### config.mk
export PLATFORM = sky130hd
export DESIGN_NAME = vga_timing_gen_flat
export DESIGN_NICKNAME = d
export VERILOG_FILES = /design/src/rtl/vga_pkg.sv /design/src/rtl/vga_if.sv /design/src/rtl/vga_mod_counter.sv /design/src/rtl/vga_timing_gen.sv /design/src/flat_wrapper.sv
export SDC_FILE = /design/constraint.sdc
export NUM_CORES = 1
export LEC_CHECK = 0
export ABC_AREA = 1
export BUFFER_PORTS_ARGS = -buffer_cell sky130_fd_sc_hd__buf_2
export CAP_MARGIN = 20
export CORE_MARGIN = 4
export CORE_UTILIZATION = 40
export CTS_BUF_LIST = sky130_fd_sc_hd__clkbuf_16
export DETAILED_ROUTE_END_ITERATION = 7
export GPL_ROUTABILITY_DRIVEN = 1
export HOLD_SLACK_MARGIN = 0.12
export SYNTH_ARGS = -nofsm -noshare
export SYNTH_HDL_FRONTEND = slang
export SYNTH_SLANG_ARGS = --single-unit
### constraint.sdc
create_clock -name clk -period 2 [get_ports clk]
set_clock_uncertainty 0.15 [all_clocks]
set_input_delay 0.6 -clock clk [delete_from_list [all_inputs] [get_ports clk]]
set_output_delay 0.6 -clock clk [all_outputs]
set_load 0.05 [all_outputs]
### src/rtl/vga_pkg.sv
// rtl/vga_pkg.sv - 1024x768@60 raster timing constants and shared types
package vga_pkg;

  localparam int H_ACTIVE = 1024;
  localparam int H_FP     = 24;
  localparam int H_SYNC   = 136;
  localparam int H_BP     = 160;
  localparam int V_ACTIVE = 768;
  localparam int V_FP     = 3;
  localparam int V_SYNC   = 6;
  localparam int V_BP     = 29;

  localparam int CNT_W = 11;

  localparam int HOR_TOTAL_TIME  = H_ACTIVE + H_FP + H_SYNC + H_BP;
  localparam int HOR_BLANK_START = H_ACTIVE;
  localparam int HOR_SYNC_START  = H_ACTIVE + H_FP;
  localparam int HOR_SYNC_STOP   = HOR_SYNC_START + H_SYNC - 1;

  localparam int VER_TOTAL_TIME  = V_ACTIVE + V_FP + V_SYNC + V_BP;
  localparam int VER_BLANK_START = V_ACTIVE;
  localparam int VER_SYNC_START  = V_ACTIVE + V_FP;
  localparam int VER_SYNC_STOP   = VER_SYNC_START + V_SYNC - 1;

  typedef logic [CNT_W-1:0] cnt_t;

  // Inclusive range test on an unsigned counter value.
  function automatic logic in_range(input cnt_t v, input int lo, input int hi);
    return (int'(v) >= lo) && (int'(v) <= hi);
  endfunction

endpackage

### src/rtl/vga_if.sv
// rtl/vga_if.sv - pixel stream passed down the draw chain
interface vga_if;
  import vga_pkg::*;

  cnt_t        hcount;
  cnt_t        vcount;
  logic        hsync;
  logic        vsync;
  logic        hblnk;
  logic        vblnk;
  logic [11:0] rgb;

  modport out (output hcount, vcount, hsync, vsync, hblnk, vblnk, rgb);
  modport in  (input  hcount, vcount, hsync, vsync, hblnk, vblnk, rgb);

endinterface

### src/rtl/vga_mod_counter.sv
// rtl/vga_mod_counter.sv - modulo-N counter exposing next value and wrap strobe
module vga_mod_counter #(
  parameter int N = 2,
  parameter int W = 11
) (
  input  logic         clk,
  input  logic         rst,
  input  logic         en,
  output logic [W-1:0] count_next,
  output logic         wrap
);

  logic [W-1:0] count;

  assign wrap = en && (count == W'(N - 1));

  always_comb begin
    count_next = count;
    if (en) count_next = wrap ? '0 : count + 1'b1;
  end

  always_ff @(posedge clk) begin
    if (rst) count <= '0;
    else     count <= count_next;
  end

endmodule

### src/rtl/vga_timing_gen.sv
// rtl/vga_timing_gen.sv - free-running raster counters, sync, blanking and line/frame strobes
module vga_timing_gen
  import vga_pkg::*;
#(
  parameter int H_TOTAL       = HOR_TOTAL_TIME,
  parameter int H_BLANK_START = HOR_BLANK_START,
  parameter int H_SYNC_START  = HOR_SYNC_START,
  parameter int H_SYNC_STOP   = HOR_SYNC_STOP,
  parameter int V_TOTAL       = VER_TOTAL_TIME,
  parameter int V_BLANK_START = VER_BLANK_START,
  parameter int V_SYNC_START  = VER_SYNC_START,
  parameter int V_SYNC_STOP   = VER_SYNC_STOP
) (
  input  logic clk,
  input  logic rst,
  vga_if.out   out,
  output logic line_tick,
  output logic frame_tick
);

  cnt_t h_next;
  cnt_t v_next;
  logic h_wrap;
  logic v_wrap;

  vga_mod_counter #(.N(H_TOTAL), .W(CNT_W)) u_hcnt (
    .clk        (clk),
    .rst        (rst),
    .en         (1'b1),
    .count_next (h_next),
    .wrap       (h_wrap)
  );

  vga_mod_counter #(.N(V_TOTAL), .W(CNT_W)) u_vcnt (
    .clk        (clk),
    .rst        (rst),
    .en         (h_wrap),
    .count_next (v_next),
    .wrap       (v_wrap)
  );

  // Everything is decoded from the next-count values so the registered
  // fields and ticks all describe the pixel on out.hcount/out.vcount.
  always_ff @(posedge clk) begin
    if (rst) begin
      out.hcount <= '0;
      out.vcount <= '0;
      out.hsync  <= 1'b0;
      out.vsync  <= 1'b0;
      out.hblnk  <= 1'b0;
      out.vblnk  <= 1'b0;
      out.rgb    <= 12'h000;
      line_tick  <= 1'b0;
      frame_tick <= 1'b0;
    end else begin
      out.hcount <= h_next;
      out.vcount <= v_next;
      out.hblnk  <= in_range(h_next, H_BLANK_START, H_TOTAL - 1);
      out.hsync  <= in_range(h_next, H_SYNC_START, H_SYNC_STOP);
      out.vblnk  <= in_range(v_next, V_BLANK_START, V_TOTAL - 1);
      out.vsync  <= in_range(v_next, V_SYNC_START, V_SYNC_STOP);
      out.rgb    <= 12'h000;
      line_tick  <= h_wrap;
      frame_tick <= v_wrap;
    end
  end

endmodule

### src/flat_wrapper.sv
// flat-port wrapper written by rule: the top's interface ports become plain ports
module vga_timing_gen_flat import vga_pkg::*;
#(
  parameter int H_TOTAL       = HOR_TOTAL_TIME,
  parameter int H_BLANK_START = HOR_BLANK_START,
  parameter int H_SYNC_START  = HOR_SYNC_START,
  parameter int H_SYNC_STOP   = HOR_SYNC_STOP,
  parameter int V_TOTAL       = VER_TOTAL_TIME,
  parameter int V_BLANK_START = VER_BLANK_START,
  parameter int V_SYNC_START  = VER_SYNC_START,
  parameter int V_SYNC_STOP   = VER_SYNC_STOP
)
  (clk, rst, line_tick, frame_tick, out_hcount, out_vcount, out_hsync, out_vsync, out_hblnk, out_vblnk, out_rgb);
  vga_if out_i ();
  input  logic clk;
  input  logic rst;
  output logic line_tick;
  output logic frame_tick;
  output wire logic [$bits(out_i.hcount)-1:0] out_hcount;
  output wire logic [$bits(out_i.vcount)-1:0] out_vcount;
  output wire logic [$bits(out_i.hsync)-1:0] out_hsync;
  output wire logic [$bits(out_i.vsync)-1:0] out_vsync;
  output wire logic [$bits(out_i.hblnk)-1:0] out_hblnk;
  output wire logic [$bits(out_i.vblnk)-1:0] out_vblnk;
  output wire logic [$bits(out_i.rgb)-1:0] out_rgb;
  assign out_hcount = out_i.hcount;
  assign out_vcount = out_i.vcount;
  assign out_hsync = out_i.hsync;
  assign out_vsync = out_i.vsync;
  assign out_hblnk = out_i.hblnk;
  assign out_vblnk = out_i.vblnk;
  assign out_rgb = out_i.rgb;
  vga_timing_gen #(.H_TOTAL(H_TOTAL), .H_BLANK_START(H_BLANK_START), .H_SYNC_START(H_SYNC_START), .H_SYNC_STOP(H_SYNC_STOP), .V_TOTAL(V_TOTAL), .V_BLANK_START(V_BLANK_START), .V_SYNC_START(V_SYNC_START), .V_SYNC_STOP(V_SYNC_STOP)) u_core (.clk(clk), .rst(rst), .out(out_i), .line_tick(line_tick), .frame_tick(frame_tick));
endmodule
==> out/qor.csv <==
stage;metric;value;unit
run_status;status;completed;
die;CORE AREA;0.00435;mm2
clock_tree;CTS HTree Levels;1;
yosys;synth unique cells;32;
final_layout;Layout Cells excl Fill;370;
worst_setup_path;Crit-path slowest cell;dfxtp_2;
global_route;met1 Usage GRT;20.0;%
yosys;sequential area share after synthesis;31.0;%
place;placed inst area;0.00202;mm2
global_route;vias in the first global route;1584;
route;Final ANT Viol Nets;0;
job;total of max-cap violations;0;
yosys;Mean Syn Cell Area;6.52;um2
global_route;gr ovfl total;0;
die;DIE AREA;0.00566;mm2
yosys;post-synth top area cell;dfxtp_1;
yosys;cells after synthesis;277;
place;PortBufs;29;
worst_setup_path;Setup Crit Path Kind;flop to flop;
route;mean routed wirelength per cell;11.8;um
worst_setup_path;Req. time, crit path;2.05;ns
pwr;Comb power frac;9.9;%
route;Via density;4.82;
sta;Tmin final;1.90;ns
worst_hold_path;hold crit path type;flop to flop;
route;drt first pass iters;4;
global_route;M3 GR Usage;2.80;%
final_layout;cell area after layout;0.00225;mm2
pwr;Max VDD drop;294;uV
yosys;synthesized area;0.00181;mm2
pwr;PwrDens;505;mW/mm2
die;Die H;75.2;um
route;Routed WL;4360;um
yosys;ranking of synthesized cells by area;dfxtp_1 31%, nand2_1 15%, nor2_1 9.3%, inv_1 6.9%, nand3_1 6.4%;
place;pre-CTS setup slack;0.0421;ns
pwr;Seq pwr share;50.3;%
sta;Finish-stage setup viols;0;
final_layout;fillcell total;440;
pwr;Int Pwr;851;uW
final_layout;Final Util;51.6;%
worst_setup_path;Worst setup EP type;flop;
pwr;Sw Share;25.0;%
final_layout;commonest cells after routing, fill and taps aside;69 x nand2_1, 43 x nor2_1, 33 x inv_1, 29 x buf_2;
final_layout;area grow syn2layout;24.3;%
route;Initial DRC Count;64;
clock_tree;Worst-Skew Late Latency;0.26;ns
final_layout;# diodes;0;
global_route;largest net degree at the start of global routing;16;
pwr;Lkg Pwr;1.10;nW
clock_tree;worst-case clock buffer depth;2;
global_route;met2 GRT Util;29.1;%
final_layout;sequential cell area;571;um2
place;gpl congestion;0.902;
place;dpl cells;362;
sta;final hold vios;0;
yosys;yosys synthesis warning count;0;
clock_tree;CTS Root Cell;clkbuf_16;
route;vias;1783;
pwr;P_sw;283;uW
sta;setup ws final;0.102;ns
yosys;post-synthesis register bit count;28;
clock_tree;clock tree sinks;28;
global_route;initial antenna violation count;0;
die;Site Rows;24;
clock_tree;Worst-path clk slew;0.07;ns
sta;Final period util;94.9;%
final_layout;number of nets in the layout;325;
pwr;Clk pwr share;39.8;%
sta;Max Freq;0.527;GHz
die;Die Wd;75.2;um
worst_setup_path;critical path startpoint category;flop;
worst_setup_path;arrival time worst endpoint;1.94;ns
worst_setup_path;CP Buf/Inv Count;1;
worst_setup_path;max incr delay on CP;0.36;ns
place;dpl hpwl;3390;um
worst_setup_path;R2R Setup Slk;0.10;ns
yosys;area fraction of the dominant cell type after synthesis;31.0;%
global_route;Most Crowded Layer GR;met2;
global_route;first-pass GRT wire length;7000;um
sta;Slew Viols, Final;0;
pwr;total power;1.13;mW
die;I/O pin count;42;
global_route;total track usage;16.1;%
clock_tree;CTS tree;done;
worst_setup_path;CP delay by family, top;simple AND/OR/NAND/NOR gates;
die;effective utilization at floorplan;41.5;%
final_layout;most common cell after layout, fill and taps aside;nand2_1;
worst_setup_path;crit-path max FO;8;
final_layout;share of cells above drive strength 1;26.1;%
final_layout;Multi-input gate area;0.00112;mm2
clock_tree;CTS Buf Count;3;
route;Residual DRC;0;
worst_setup_path;critical path's most frequent cell;nor2_4;
worst_setup_path;crit-path cells;ha_4 > nand2_4 > nor2_4 > nand2_2 > nor2_4 > buf_12 > nand4_1 > nand2_1 > nand3_2 > nor2_4 > nand2_1 > a21oi_2;
## worst min-delay path: stages (launching register included)
cell	delay (ns)
dfxtp_1	0.33
nand2_1	0.09
a21oi_1	0.06
## cells by family (layout without fill, tap and decap cells)
logic type | Yosys count | in the layout | synth area share [%]
and+or+nand+nor | 174 | 174 | 44.9
adders and majority gates | 4 | 4 | 2.77
other | 1 | 12 | 0.208
AOI/OAI and AO/OA | 12 | 12 | 3.95
xor gates and xnor gates | 6 | 6 | 2.91
DFF | 28 | 28 | 31.0
buffers and inverters | 52 | 82 | 14.2
## power groups by stage
stage	Sequential [mW]	Clock (mW)	Combinational, mW
floorplan	0.600	0	0.0877
global placement	0.580	0	0.110
detailed placement	0.580	0	0.110
CTS	0.567	0.481	0.110
global route	0.571	0.504	0.120
finish	0.570	0.451	0.113
## cells in the mapped netlist
| cell type | count |
|---|---|
| nor2_8 | 1 |
| nand3_2 | 3 |
| a21oi_2 | 1 |
| or2_1 | 1 |
| nor2_4 | 2 |
| buf_6 | 2 |
| nor2_2 | 3 |
| o21ai_1 | 2 |
| o21ai_0 | 3 |
| nand2_4 | 1 |
| nand2_2 | 2 |
| xor2_1 | 5 |
| buf_4 | 12 |
| inv_1 | 33 |
| nor3b_2 | 1 |
| a21oi_1 | 4 |
| buf_2 | 1 |
| nand3_1 | 23 |
| ha_1 | 4 |
| conb_1 | 1 |
| inv_2 | 3 |
| nor2_1 | 45 |
| nand3b_1 | 4 |
| xnor2_1 | 1 |
| and2_1 | 1 |
| nand2_1 | 72 |
| o2111ai_1 | 1 |
| clkbuf_1 | 1 |
| nand4_1 | 10 |
| nor3_1 | 5 |
| dfxtp_1 | 28 |
| o21ai_2 | 1 |
## stage by stage
stage	hold slack [ns]	TNS (ns)
2_1_floorplan	0.412	0
3_3_place_gp	0.358	0
3_5_place_dp	0.361	0
4_1_cts	0.379	0
5_1_grt	0.430	-0.0343
6_report	0.374	0
## metal layers
metal,up-vias,part of all wire (%)
met5,-,0
met2,31,51
met4,0,0.50
li1,935,-
met3,4,4.7
met1,813,44
## flip-flops by register name (all words and copies together), names as in the netlist
register           cells
u_core.out.vsync       1
u_core.out.hsync       1
u_core.out.vcount     11
u_core.line_tick       1
u_core.out.vblnk       1
u_core.frame_tick      1
u_core.out.hcount     11
u_core.out.hblnk       1
## layout make-up
type                            instances  area share, %
Clock inverter                          1          0.167
Sequential cell                        28           25.4
Multi-Input combinational cell        208           49.7
Inverter                               36           6.02
Tap cell                               52           2.90
Timing Repair Buffer                   42           12.5
Clock buffer                            3           3.34
## final timing paths
path	from	to	depth (start not counted)
max	u_core.out.hcount[1]	u_core.out.vblnk	12
min reg2reg	u_core.out.vcount[9]	u_core.out.vcount[9]	2
max reg2reg	u_core.out.hcount[1]	u_core.out.vblnk	12
min	u_core.out.vcount[9]	u_core.out.vcount[9]	2
## repair_timing
item / 4_1_cts / 5_1_grt
gates resized for setup: 0 / 22
setup buffers: 0 / 4
hold buffers: 0 / 0
endpoints found under the setup margin: 0 / 4
Power figures use the tool's default switching activity.
